## src/rtl/overlay_fetch_sched_pkg.sv

```systemverilog
// Shared state encoding, parameter defaults and address helper for the overlay
// counter-table fetch scheduler.
package overlay_fetch_sched_pkg;

  typedef enum logic [2:0] {
    IDLE,
    ISSUE,
    WAIT_DATA,
    NEXT,
    CLEAR
  } fetchState_t;

  localparam int          DEF_TABLE_MAX = 20;
  localparam logic [23:0] DEF_BASE_A    = 24'h000000;
  localparam logic [23:0] DEF_BASE_B    = 24'h000100;
  localparam int          DEF_TIMEOUT   = 255;

  // Substituted for the table value when RAM never answers.
  localparam logic [15:0] TIMEOUT_DATA  = 16'h0FFF;
  localparam int          TIMER_W       = 16;

  function automatic logic [23:0] entryAddr(input logic [23:0] base,
                                            input logic [7:0]  index);
    return base + {16'd0, index};
  endfunction

endpackage

```

## src/rtl/overlay_fetch_sched_wait_timer.sv

```systemverilog
// Read-data watchdog: cleared at grant, counts WAIT_DATA cycles and expires on
// the LIMIT-th one.
module overlay_wait_timer
  import overlay_fetch_sched_pkg::*;
#(
  parameter int LIMIT = DEF_TIMEOUT
) (
  input  logic CLOCK_50,
  input  logic RST_N,
  input  logic load_i,
  input  logic enable_i,
  output logic expire_o
);

  localparam logic [TIMER_W-1:0] LAST = TIMER_W'(LIMIT - 1);

  logic [TIMER_W-1:0] count_q, count_d;

  // Saturates on the expiry value so a stalled read keeps signalling expiry.
  always_comb begin
    count_d = count_q;
    if (load_i) begin
      count_d = '0;
    end else if (enable_i && (count_q != LAST)) begin
      count_d = count_q + 1'b1;
    end
  end

  always_ff @(posedge CLOCK_50 or negedge RST_N) begin
    if (!RST_N) begin
      count_q <= '0;
    end else begin
      count_q <= count_d;
    end
  end

  assign expire_o = enable_i && (count_q == LAST);

endmodule

```

## src/rtl/overlay_fetch_sched.sv

```systemverilog
// Per-frame fetch of the source-A/B counter tables from shared RAM into the
// text overlay, interleaved A0,B0,A1,B1,... with timeout and clear handling.
module overlay_fetch_sched
  import overlay_fetch_sched_pkg::*;
#(
  parameter int          TABLE_MAX = DEF_TABLE_MAX,
  parameter logic [23:0] BASE_A    = DEF_BASE_A,
  parameter logic [23:0] BASE_B    = DEF_BASE_B,
  parameter int          TIMEOUT   = DEF_TIMEOUT
) (
  input  logic        CLOCK_50,
  input  logic        RST_N,
  input  logic        frame_start,
  input  logic        clear_req,
  output logic        mem_req,
  output logic [23:0] mem_addr,
  input  logic        mem_gnt,
  input  logic        mem_rvalid,
  input  logic [15:0] mem_rdata,
  output logic [23:0] ramAddress,
  output logic [15:0] ramData,
  output logic        flagReadOK,
  output logic [23:0] ramAddress02,
  output logic [15:0] ramData02,
  output logic        flagReadOK02,
  output logic        resetMode,
  output logic        busy,
  output logic        overrun,
  output logic        timeout_err
);

  localparam logic [7:0] LAST_INDEX = 8'(TABLE_MAX - 1);

  fetchState_t state_q, state_d;
  logic [7:0]  index_q, index_d;
  logic        srcB_q, srcB_d;
  logic        strobeA_q, strobeA_d, strobeB_q, strobeB_d;
  logic [7:0]  addrA_q, addrA_d, addrB_q, addrB_d;
  logic [15:0] dataA_q, dataA_d, dataB_q, dataB_d;
  logic        overrun_q, overrun_d;
  logic        timeoutErr_q, timeoutErr_d;
  logic        clrPend_q, clrPend_d;

  logic        timerLoad, timerEnable, timerExpire;
  logic        abortNow;
  logic [15:0] readData;

  overlay_wait_timer #(
    .LIMIT (TIMEOUT)
  ) u_waitTimer (
    .CLOCK_50 (CLOCK_50),
    .RST_N    (RST_N),
    .load_i   (timerLoad),
    .enable_i (timerEnable),
    .expire_o (timerExpire)
  );

  // A pending clear suppresses the request so no new read is started.
  assign mem_req     = (state_q == ISSUE) && !clrPend_q;
  assign mem_addr    = mem_req ? entryAddr(srcB_q ? BASE_B : BASE_A, index_q) : 24'd0;
  assign timerLoad   = mem_req && mem_gnt;
  assign timerEnable = (state_q == WAIT_DATA);
  assign abortNow    = clear_req || clrPend_q;
  assign readData    = mem_rvalid ? mem_rdata : TIMEOUT_DATA;

  assign busy         = (state_q != IDLE);
  assign resetMode    = (state_q == CLEAR);
  assign overrun      = overrun_q;
  assign timeout_err  = timeoutErr_q;
  assign flagReadOK   = strobeA_q;
  assign flagReadOK02 = strobeB_q;
  assign ramAddress   = {16'd0, addrA_q};
  assign ramAddress02 = {16'd0, addrB_q};
  assign ramData      = dataA_q;
  assign ramData02    = dataB_q;

  always_comb begin
    state_d      = state_q;
    index_d      = index_q;
    srcB_d       = srcB_q;
    strobeA_d    = 1'b0;
    strobeB_d    = 1'b0;
    addrA_d      = addrA_q;
    addrB_d      = addrB_q;
    dataA_d      = dataA_q;
    dataB_d      = dataB_q;
    overrun_d    = overrun_q || (frame_start && busy);
    timeoutErr_d = timeoutErr_q;
    clrPend_d    = clrPend_q || (clear_req && busy && (state_q != CLEAR));

    unique case (state_q)
      IDLE: begin
        if (clear_req) begin
          state_d = CLEAR;
        end else if (frame_start) begin
          state_d = ISSUE;
          index_d = 8'd0;
          srcB_d  = 1'b0;
        end
      end

      ISSUE: begin
        if (clrPend_q) begin
          state_d = CLEAR;
        end else if (mem_gnt) begin
          state_d = WAIT_DATA;
        end
      end

      // An aborted read still runs to completion, but its data is dropped.
      WAIT_DATA: begin
        if (mem_rvalid || timerExpire) begin
          if (!mem_rvalid) begin
            timeoutErr_d = 1'b1;
          end
          if (abortNow) begin
            state_d = CLEAR;
          end else begin
            state_d = NEXT;
            if (srcB_q) begin
              strobeB_d = 1'b1;
              addrB_d   = index_q;
              dataB_d   = readData;
            end else begin
              strobeA_d = 1'b1;
              addrA_d   = index_q;
              dataA_d   = readData;
            end
          end
        end
      end

      NEXT: begin
        if (clrPend_q) begin
          state_d = CLEAR;
        end else begin
          srcB_d  = !srcB_q;
          state_d = ISSUE;
          if (srcB_q) begin
            if (index_q == LAST_INDEX) begin
              state_d = IDLE;
              index_d = 8'd0;
            end else begin
              index_d = index_q + 8'd1;
            end
          end
        end
      end

      CLEAR: begin
        state_d = IDLE;
        index_d = 8'd0;
        srcB_d  = 1'b0;
      end

      default: begin
        state_d = IDLE;
      end
    endcase

    if (state_d == CLEAR) begin
      overrun_d    = 1'b0;
      timeoutErr_d = 1'b0;
      clrPend_d    = 1'b0;
    end
  end

  always_ff @(posedge CLOCK_50 or negedge RST_N) begin
    if (!RST_N) begin
      state_q      <= IDLE;
      index_q      <= 8'd0;
      srcB_q       <= 1'b0;
      strobeA_q    <= 1'b0;
      strobeB_q    <= 1'b0;
      addrA_q      <= 8'd0;
      addrB_q      <= 8'd0;
      dataA_q      <= 16'd0;
      dataB_q      <= 16'd0;
      overrun_q    <= 1'b0;
      timeoutErr_q <= 1'b0;
      clrPend_q    <= 1'b0;
    end else begin
      state_q      <= state_d;
      index_q      <= index_d;
      srcB_q       <= srcB_d;
      strobeA_q    <= strobeA_d;
      strobeB_q    <= strobeB_d;
      addrA_q      <= addrA_d;
      addrB_q      <= addrB_d;
      dataA_q      <= dataA_d;
      dataB_q      <= dataB_d;
      overrun_q    <= overrun_d;
      timeoutErr_q <= timeoutErr_d;
      clrPend_q    <= clrPend_d;
    end
  end

endmodule

```

## config.mk

```make
export PLATFORM = sky130hd
export DESIGN_NAME = overlay_fetch_sched
export DESIGN_NICKNAME = d
export VERILOG_FILES = /design/src/rtl/overlay_fetch_sched_pkg.sv /design/src/rtl/overlay_fetch_sched_wait_timer.sv /design/src/rtl/overlay_fetch_sched.sv
export SDC_FILE = /design/constraint.sdc
export NUM_CORES = 1
export LEC_CHECK = 0
export ABC_CLOCK_PERIOD_IN_PS = 3200
export CELL_PAD_IN_SITES_DETAIL_PLACEMENT = 1
export CELL_PAD_IN_SITES_GLOBAL_PLACEMENT = 1
export CORE_MARGIN = 4
export CORE_UTILIZATION = 39
export CTS_BUF_LIST = sky130_fd_sc_hd__clkbuf_16
export CTS_CLUSTER_DIAMETER = 40
export DETAILED_ROUTE_END_ITERATION = 10
export PLACE_DENSITY = 0.95
export SYNTH_ARGS = -nofsm -noshare
export SYNTH_HDL_FRONTEND = slang
export SYNTH_SLANG_ARGS = --single-unit
```

## constraint.sdc

```tcl
create_clock -name CLOCK_50 -period 3.2 [get_ports CLOCK_50]
set_clock_uncertainty 0.05 [all_clocks]
set_input_delay 0.96 -clock CLOCK_50 [delete_from_list [all_inputs] [get_ports CLOCK_50]]
set_output_delay 0.96 -clock CLOCK_50 [all_outputs]
set_load 0.01 [all_outputs]
```

; ---- Word-level counts from Yosys, hierarchy flattened
; Index checks and enable logic that the tools add are counted.
[classes]
n_addsub = 3
eq_ne = 14
muxes = 39
bitwise_logic = 2
n_reduce_logical = 24
[ops]
columns = cell, n
row1 = $mux W16, 3
row2 = $mux W8, 5
row3 = $pmux W8 S3, 1
row4 = $mux W3, 7
row5 = $mux W1, 19
row6 = $add A16 B1 Y16 const B, 1
row7 = $eq A16 B8 Y1 const B, 1
row8 = $ne A16 B8 Y1 const B, 1
row9 = $pmux W3 S4, 1
row10 = $reduce_and A4 Y1, 3
row11 = $add A9 B8 Y10, 1
row12 = $mux W10, 1
row13 = $mux W9, 1
row14 = $add A8 B1 Y8 const B, 1
row15 = $eq A8 B5 Y1 const B, 1
row16 = $ne A2 B2 Y1 const B, 4
row17 = $logic_and A1 B1 Y1, 7
row18 = $eq A3 B2 Y1 const B, 2
row19 = $eq A3 B3 Y1 const B, 2
row20 = $reduce_bool A2 Y1, 3
row21 = $reduce_bool A3 Y1, 2
row22 = $reduce_and A5 Y1, 1
row23 = $logic_or A1 B1 Y1, 4
row24 = $eq A3 B1 Y1 const B, 1
row25 = 7 further kinds, 9
[totals]
regBits = 81
inputBits = 22
output_inout_bits = 111
wordCells = 95

; ---- Longest topological paths before layout
[logic_depth]
word_depth = 8
depth_mapped = 7
depth_no_buf = 6

; ---- Modules after synthesis
; Synthesis repeated with hierarchy kept, for this count alone.
[unflattened]
hier_cells = 412
hier_area_um2 = 4154.0
[modules_own_cells]
columns = module, n_inst, cells_each, area_each_um2, seq_area_each_um2
row1 = overlay_fetch_sched, 1, 319, 3175.5, 1626.6
row2 = overlay_wait_timer, 1, 93, 978.4, 400.4

; ---- Worst setup path after synthesis
; OpenSTA, ideal clock, no wires.
[synth_timing]
kind = register to output
from = reg state_q[2]
to = out mem_addr[0]
arrival_ns = 1.470
t_required_ns = 2.190
setup_slack_ns = 0.720
path_stages_with_launch = 5
path_buffers = 2
path_cell_list = dfrtp_1 buf_4 nor4b_1 clkbuf_1 and2_1
[synth_via]
elab_chain_cells = 3
[synth_rtl]
columns = element, line_no
row1 = start: declaration, overlay_fetch_sched.sv:34  ; fetchState_t state_q, state_d;
row2 = start signal: assignment, overlay_fetch_sched.sv:183  ; state_q <= state_d;
row3 = $eq A3 B1 Y1, overlay_fetch_sched.sv:59  ; assign mem_req = (state_q == ISSUE) && !clrPend_q;
row4 = $logic_and A1 B1 Y1, overlay_fetch_sched.sv:59
row5 = named net mem_req, overlay_fetch_sched.sv:15  ; output logic mem_req,
row6 = $mux W10, overlay_fetch_sched.sv:60  ; assign mem_addr = mem_req ? entryAddr(srcB_q ? BASE_B : BASE_A, index_q) : 24'd0;
row7 = end: declaration, overlay_fetch_sched.sv:16  ; output logic [23:0] mem_addr,
; The timed path passes the listed nets, and every way through them passes these cells.

; ---- Worst setup path in the final report
[layout_timing]
from = reg clrPend_q
to = out mem_addr[7]
[layout_via]
elab_chain_cells = 3
[layout_rtl]
columns = element, line_no
row1 = start: declaration, overlay_fetch_sched.sv:42  ; logic clrPend_q, clrPend_d;
row2 = start signal: assignment, overlay_fetch_sched.sv:194  ; clrPend_q <= clrPend_d;
row3 = $logic_not A1 Y1, overlay_fetch_sched.sv:59
row4 = $logic_and A1 B1 Y1, overlay_fetch_sched.sv:59
row5 = $mux W10, overlay_fetch_sched.sv:60
; Every way passes these cells.

==> key figures <==
Status
  • Run status: completed

Yosys
  • Number of warnings issued by yosys: 0
  • Most numerous cell types in the synthesized netlist: 81 x sky130_fd_sc_hd__dfrtp_1, 49 x sky130_fd_sc_hd__buf_4, 44 x sky130_fd_sc_hd__mux2_2
  • Dominant combinational cell family by area after synthesis: simple AND/OR/NAND/NOR gates
  • Leading cell type by number of instances after synthesis: sky130_fd_sc_hd__dfrtp_1
  • Netlist cell types: 57
  • Cells taking the most area after synthesis: sky130_fd_sc_hd__dfrtp_1 47%, sky130_fd_sc_hd__mux2_2 12%, sky130_fd_sc_hd__buf_4 8.6%, sky130_fd_sc_hd__and2_1 2.9%, sky130_fd_sc_hd__a22o_1 2.7%
  • Proportion of synthesized flip-flops having asynchronous set or reset: 100%
  • Proportion of synthesized chip area in sequential cells: 47.4%
  • Portion of netlist area occupied by mux cells: 14.3%
  • Top cell type by total area after synthesis: sky130_fd_sc_hd__dfrtp_1
  • Flip-flop cell with the highest count after synthesis: sky130_fd_sc_hd__dfrtp_1
  • Area share of xor/xnor cells in the synthesized design: 0.409%
  • Average size of a mapped cell: 11.3 um2
  • Number of synthesized flops with an enable pin: 0
  • Simple-gate portion of the synthesized area: 16.5%
  • Synthesized cell area: 4280 um2
  • Post-synthesis compound-gate area fraction: 9.41%
  • Flops & latches, synth: 81
  • Proportion of netlist area held by the largest area contributor: 47.4%
  • Gate count of the mapped netlist: 380
  • Adder-Cell Fraction of Synth Area: 0.877%

Placement
  • DP HPWL: 8.41 mm
  • Global placer's final weighted congestion: 0.831
  • PortBufs: 85
  • Post-Place Worst Slack: 0.182 ns

Floorplan
  • DIE AREA: 12,700 um2
  • Placement Rows: 37
  • Core Box Area: 10,500 um2
  • Initial core utilization: 40.7%
  • Die Y-Extent: 113 um
  • Die Span X: 113 um
  • Number of I/O pins: 133

Routing
  • Vias per Instance: 5.25
  • DR iter-0 viols: 217
  • Drt drc: 0
  • Router iterations before antenna repair: 4
  • Number of routed nets with antenna violations: 0
  • Total via count in the routed design: 3,194
  • Drt wl/cell: 19.5 um
  • Final WL: 11.8 mm

Timing
  • Final worst slack: 0.217 ns
  • Slew Limit Headroom: 49.0%
  • Setup repair after global routing missed its margin: no
  • Count of endpoints failing hold in the final timing report: 0
  • Portion of the clock cycle consumed by the worst path in the final layout: 93.2%
  • Final-layout setup total negative slack: 0 ns
  • Slew at the pin with the worst max-slew slack: 0.759 ns
  • Highest achievable clock rate: 335 MHz
  • Final setup vio count: 0
  • Fin. max-slew vios: 0
  • Clock period minus final worst setup slack: 2.98 ns

GRT
  • Remaining global-route overflow: 0
  • Number of antenna violations at the first check in global routing: 0
  • Global-route wire length before repair: 19.0 mm
  • Number of global-route vias before repair: 3,474
  • Aggregate global-route resource usage: 18.4%
  • Largest net degree at the start of global routing: 82

Worst setup path
  • Critical setup path kind: reg2out
  • Critical path, cell by cell: nor4b_2, buf_4, and2_1, clkdlybuf4s50_1
  • Worst Path Arrival: 1.97 ns
  • Buffering stage count on the worst path with inverters included: 2
  • Kind of end point of the critical path: output pin
  • Startpoint Class: register
  • Maximum cell stage delay along the critical path: 0.55 ns
  • Gate family responsible for the most delay along the worst path: buffers and inverters
  • Required time at the endpoint of the critical path: 2.19 ns
  • Largest fanout on the critical path: 13
  • Critical-path top delay cell: sky130_fd_sc_hd__clkdlybuf4s50_1

Clock tree
  • Clock slew seen by the registers of the worst setup and hold paths: 0.06 ns
  • Clock tree from TritonCTS: done
  • Number of buffers inserted during clock tree synthesis: 9
  • H-tree levels: 3
  • CTS sink cnt: 81
  • Clk Tree Root Cell: sky130_fd_sc_hd__clkbuf_16
  • Cts hold-fix bufs: 0
  • Cts repair resizes: 0
  • Post-CTS setup-driven buffer insertion count: 0
  • Clock latency on the worst-skew pair: 0.33 ns
  • CTS max path bufs: 2

Layout
  • Final standard cell utilization of the core: 52.1%
  • Final-stage net count: 492
  • Antenna diodes: 0
  • Layout cell share with drive strength beyond 1: 18.0%
  • Area Overhead vs Synth: 27.9%
  • Filler cells: 1,115

Hold path
  • Hold crit path type: reg2reg

Flow run
  • Max-cap violation count: 0

Power
  • Post-layout power: 3.84 mW
  • Largest vdd supply drop: 342 uV
  • Leak Pwr: 2.48 nW
  • Total power density per cell area: 702 nW/um2
[metrics by stage]
step                std cells  hold slack (ns)  cell area (um2)
floorplan                 426            0.396             4450
global placement          592            0.415             5130
detailed placement        592            0.438             5130
CTS                       608            0.457             5480
global route              608            0.481             5480
finish                    608            0.451             5480
[area by class of cell]
type	count	area [um2]	area share, %
clock buffers	9	225	4.11
multi-input cells	276	1960	35.7
clock inverters	7	124	2.26
repair buffers	94	953	17.4
flip-flops and latches	81	2030	37.0
inverters	5	18.8	0.343
well taps	136	170	3.11
[path summary, 6_finish.rpt]
path	startpoint	depth (start not counted)	slack (ns)	to
worst min-delay path	ramData[1]$_DFFE_PN0P_	1	0.45	ramData[1]$_DFFE_PN0P_
worst max-delay path	clrPend_q$_DFF_PN0_	4	0.22	mem_addr[7]
worst max register to register	u_waitTimer.count_q[0]$_DFFE_PN0P_	7	0.89	ramData02[14]$_DFFE_PN0P_
worst min register to register	ramData[1]$_DFFE_PN0P_	1	0.45	ramData[1]$_DFFE_PN0P_
max in group asynchronous	RST_N	2	2.16	ramData[12]$_DFFE_PN0P_
min in group asynchronous	RST_N	2	0.58	clrPend_q$_DFF_PN0_
[report_power, final]
| part | internal [mW] | switching (mW) | leakage, nW |
|---|---|---|---|
| logic | 0.579 | 0.583 | 1.21 |
| clock network | 0.770 | 0.424 | 0.167 |
| registers | 1.26 | 0.232 | 1.11 |
| total | 2.60 | 1.24 | 2.48 |
[cells by family after synthesis]
family                   Yosys count
buffers and inverters             69
other                              1
XOR/XNOR                           2
flip-flops                        81
AND/OR/NAND/NOR                  116
adder cells (fa/ha/maj)            3
multiplexers                      55
AO/OA/AOI/OAI                     53
[flip-flops by register name (all words and copies together) (netlist names)]
signal and count:
ramData02 16, addrB_q 8, clrPend_q 1, flagReadOK02 1
flagReadOK 1, srcB_q 1, addrA_q 8, state_q 3
overrun 1, u_waitTimer.count_q 16, timeout_err 1, ramData 16
index_q 8
[cells in the final DEF, fill, tap and decap left out, types with 9 or more instances in the layout]
| cell | Yosys | layout |
|---|---|---|
| sky130_fd_sc_hd__a21oi_1 | 15 | 15 |
| sky130_fd_sc_hd__a22o_1 | 13 | 13 |
| sky130_fd_sc_hd__and2_1 | 20 | 20 |
| sky130_fd_sc_hd__clkbuf_16 | 0 | 9 |
| sky130_fd_sc_hd__clkdlybuf4s50_1 | 0 | 84 |
| sky130_fd_sc_hd__conb_1 | 1 | 47 |
| sky130_fd_sc_hd__dfrtp_1 | 81 | 81 |
| sky130_fd_sc_hd__mux2_2 | 44 | 44 |
| sky130_fd_sc_hd__nand2_1 | 17 | 17 |
| sky130_fd_sc_hd__nand2b_1 | 14 | 14 |
| sky130_fd_sc_hd__nand3_1 | 9 | 9 |
| sky130_fd_sc_hd__nor2_1 | 17 | 17 |
[per-layer routing]
metal / up-vias / global-route usage, % / wire length [um]
met5: - / 0 / 0
met4: 0 / 4.49 / 136
met3: 18 / 3.69 / 639
met2: 115 / 33.6 / 6400
met1: 1630 / 22.2 / 4660
li1: 1431 / - / -
Power figures use the tool's default switching activity.
==> RTL edit, RTL diff (same flow settings) <==
Change the package constant `TIMER_W` from 16 to 12.
--- a/src/rtl/overlay_fetch_sched_pkg.sv
+++ b/src/rtl/overlay_fetch_sched_pkg.sv
@@ -19,3 +19,3 @@
   localparam logic [15:0] TIMEOUT_DATA  = 16'h0FFF;
-  localparam int          TIMER_W       = 16;
+  localparam int          TIMER_W       = 12;
 
Behaviour: no difference found for any inputs over 4 cycles, from zero or initial values and one cycle with RST_N low; that may be too few to reach the edited logic, so the function may still have changed.
==> RTL edit against the original RTL <==
Wire length is 3.8% lower; sequential cell count is 4 lower; register-to-register slack worse by 0.35 ns; worst setup slack worse by 0.12 ns; area after synthesis is 8.3% lower; total power is 0.84% lower; synthesized cell count is 10% lower; cell area is 7.7% lower.
==> RTL edit: results (changes against the original RTL) <==
* Part of the Yosys area used for sequential elements: 0.491 (was 0.474)
- The largest vdd supply drop was 0.000317 V (was 0.000342 V).
- The largest net degree at the start of global routing was 40 (was 82).
* CTS clock-pin slew for the worst setup and hold paths: 0.07 ns
* Fraction of registers with async set/reset: 1.00 (unchanged)
- Post-detailed-routing wire length: 11,400 um (was 11,800 um)
- Antenna violations before repair: 0 (unchanged)
* Count of routing violations after the opening detailed-route iteration: 194 (was 217)
- The count of buffers inserted at the top-level ports came to 85 (unchanged).
- Routability cong.: 0.817 (was 0.831)
* Number of standard cells in the layout, taps in and fillers out: 565 (was 608)
- The termination of the worst setup path is mem_addr[2] (was mem_addr[7]).
- Number of H-tree levels: 3 (unchanged)
- The global-route usage over all layers came to 0.200 (was 0.184).
- Relative slew margins: 0.380 (was 0.490)
* Run status: completed (unchanged)
* CP max-delay cell: clkdlybuf4s50_1 (unchanged)
- The instance area at placement came to 0.00474 sq mm (was 0.00513 sq mm).
- The share of post-route cells with drive strength above 1 is 0.130 (was 0.180).
* Main synth FF type: dfrtp_1 (unchanged)
- The path depth of the worst reg2reg path came to 7 (unchanged).
* Global-route wire length before repair: 18,200 um (was 19,000 um)
- Count of unique library cells instantiated by Yosys: 57 (unchanged)
- Nets: 452 (was 492)
- Clock latency of the later-clocked register in the worst-skew pair: 0.34 ns
* Number of inserted diodes: 0 (unchanged)
* # fillers: 1,037 (was 1,115)
* Post-placement cell count: 549 (was 592)
- The post-synthesis area per instance was 11.5 sq um (was 11.3 sq um).
- The most common cell after layout, fill and taps aside is clkdlybuf4s50_1 (unchanged).
- Slack of the worst reg-to-reg path: 0.54 ns (was 0.89 ns)
- Count of final max-slew check failures: 0 (unchanged)
- Total net switching power: 1.29 mW (was 1.24 mW)
* Top cell types by occurrence after synthesis: 77 x dfrtp_1, 49 x buf_4, 24 x o32a_1 (was 81 x dfrtp_1, 49 x buf_4, 44 x mux2_2)
- CTS Buf Count: 9 (unchanged)
- The gate family responsible for the most delay along the worst path is buffers and inverters (unchanged).
- The via count of the first global-routing pass came to 3,282 (was 3,474).
- The end of the worst register-to-register path is ramData02[4] (was ramData02[14]).
- The launching point of the worst reg2reg path is u_waitTimer.count_q[0] (unchanged).
* Leakage dissipation: 2.25 nW (was 2.48 nW)
- Startpoint of the most critical setup path: state_q[2] (was clrPend_q)
- The maximum fanout along the worst path is 6 (was 13).
* DRT Pass-1 Iters: 4 (unchanged)
- The detailed placement HPWL came to 8190 um (was 8410 um).
* Maximum count of clock buffers along a single path: 2 (unchanged)
- The buffer cell driving the clock tree root is clkbuf_16 (unchanged).
* Biggest area contributors in the synthesized netlist: dfrtp_1 49%, buf_4 9.4%, o32a_1 6.1% (was dfrtp_1 47%, mux2_2 12%, buf_4 8.6%)
- The via count was 3,088 (was 3,194).
[RTL edit: cell types whose count changed in the layout (fill, tap and decap cells not counted), moves of 5 or more]
cell	unedited run	this run
a21oi_1	15	4
a32o_1	0	8
and2_1	20	13
inv_1	5	10
mux2_1	5	0
mux2_2	44	5
mux2_4	0	12
nand2b_1	14	2
o32a_1	0	24
[RTL edit: power by group through the flow]
stage / sequential [mW] / clock (mW) / combinational [mW]
after detailed placement: 1.45 / 0 / 1.28
final: 1.45 / 1.05 / 1.30
after floorplan: 1.48 / 0 / 0.592
after global routing: 1.48 / 1.12 / 1.42
after CTS: 1.45 / 1.07 / 1.31
after global placement: 1.43 / 0 / 1.21
[RTL edit: cell type report]
type | instances | area, sq um | area share
flip-flops and latches | 77 | 1930 | 0.381
multi-input cells | 233 | 1690 | 0.335
repair buffers | 95 | 921 | 0.182
clock buffers | 9 | 225 | 0.0446
well taps | 133 | 166 | 0.0329
clock inverters | 7 | 80.1 | 0.0158
inverters | 11 | 41.3 | 0.00817
[RTL edit: through the flow]
step / hold WS [ns] / utilization / setup WS (ns)
floorplan: 0.398 / - / 0.631
global placement: 0.414 / 0.485 / 0.257
detailed placement: 0.428 / 0.485 / 0.0588
CTS: 0.437 / 0.517 / 0.0845
global route: 0.463 / 0.517 / 0.0213
finish: 0.437 / 0.517 / 0.0924
[RTL edit: logic make-up after synthesis]
group,after synthesis,synth area share
and+or+nand+nor,84,0.130
AOI/OAI and AO/OA,78,0.173
buffers and inverters,78,0.126
DFF,77,0.491
muxes,19,0.0653
adders and majority gates,3,0.00956
xor gates and xnor gates,2,0.00446
other,1,0.000955
[RTL edit: per-layer routing]
layer / part of all wire / up-vias / GRT usage
met2: 0.50 / 145 / 0.340
li1: - / 1357 / -
met3: 0.083 / 22 / 0.0531
met1: 0.39 / 1564 / 0.247
met4: 0.018 / 0 / 0.0685
met5: 0 / - / 0
[RTL edit: worst min path at each step]
stage | start | to | slack [ns] | cells past startpoint
final | u_waitTimer.count_q[7] | u_waitTimer.count_q[7] | 0.44 | 1
after global routing | u_waitTimer.count_q[7] | u_waitTimer.count_q[7] | 0.46 | 1
after CTS | u_waitTimer.count_q[7] | u_waitTimer.count_q[7] | 0.44 | 1
after detailed placement | u_waitTimer.count_q[7] | u_waitTimer.count_q[7] | 0.43 | 1
after global placement | u_waitTimer.count_q[7] | u_waitTimer.count_q[7] | 0.41 | 1
after floorplan | u_waitTimer.count_q[7] | u_waitTimer.count_q[7] | 0.40 | 1
[RTL edit: repair_timing]
| action | 4_1_cts | 5_1_grt |
|---|---|---|
| resized for setup | 1 | 0 |
| setup endpoints to repair | 6 | 0 |
| setup buffers | 0 | 0 |
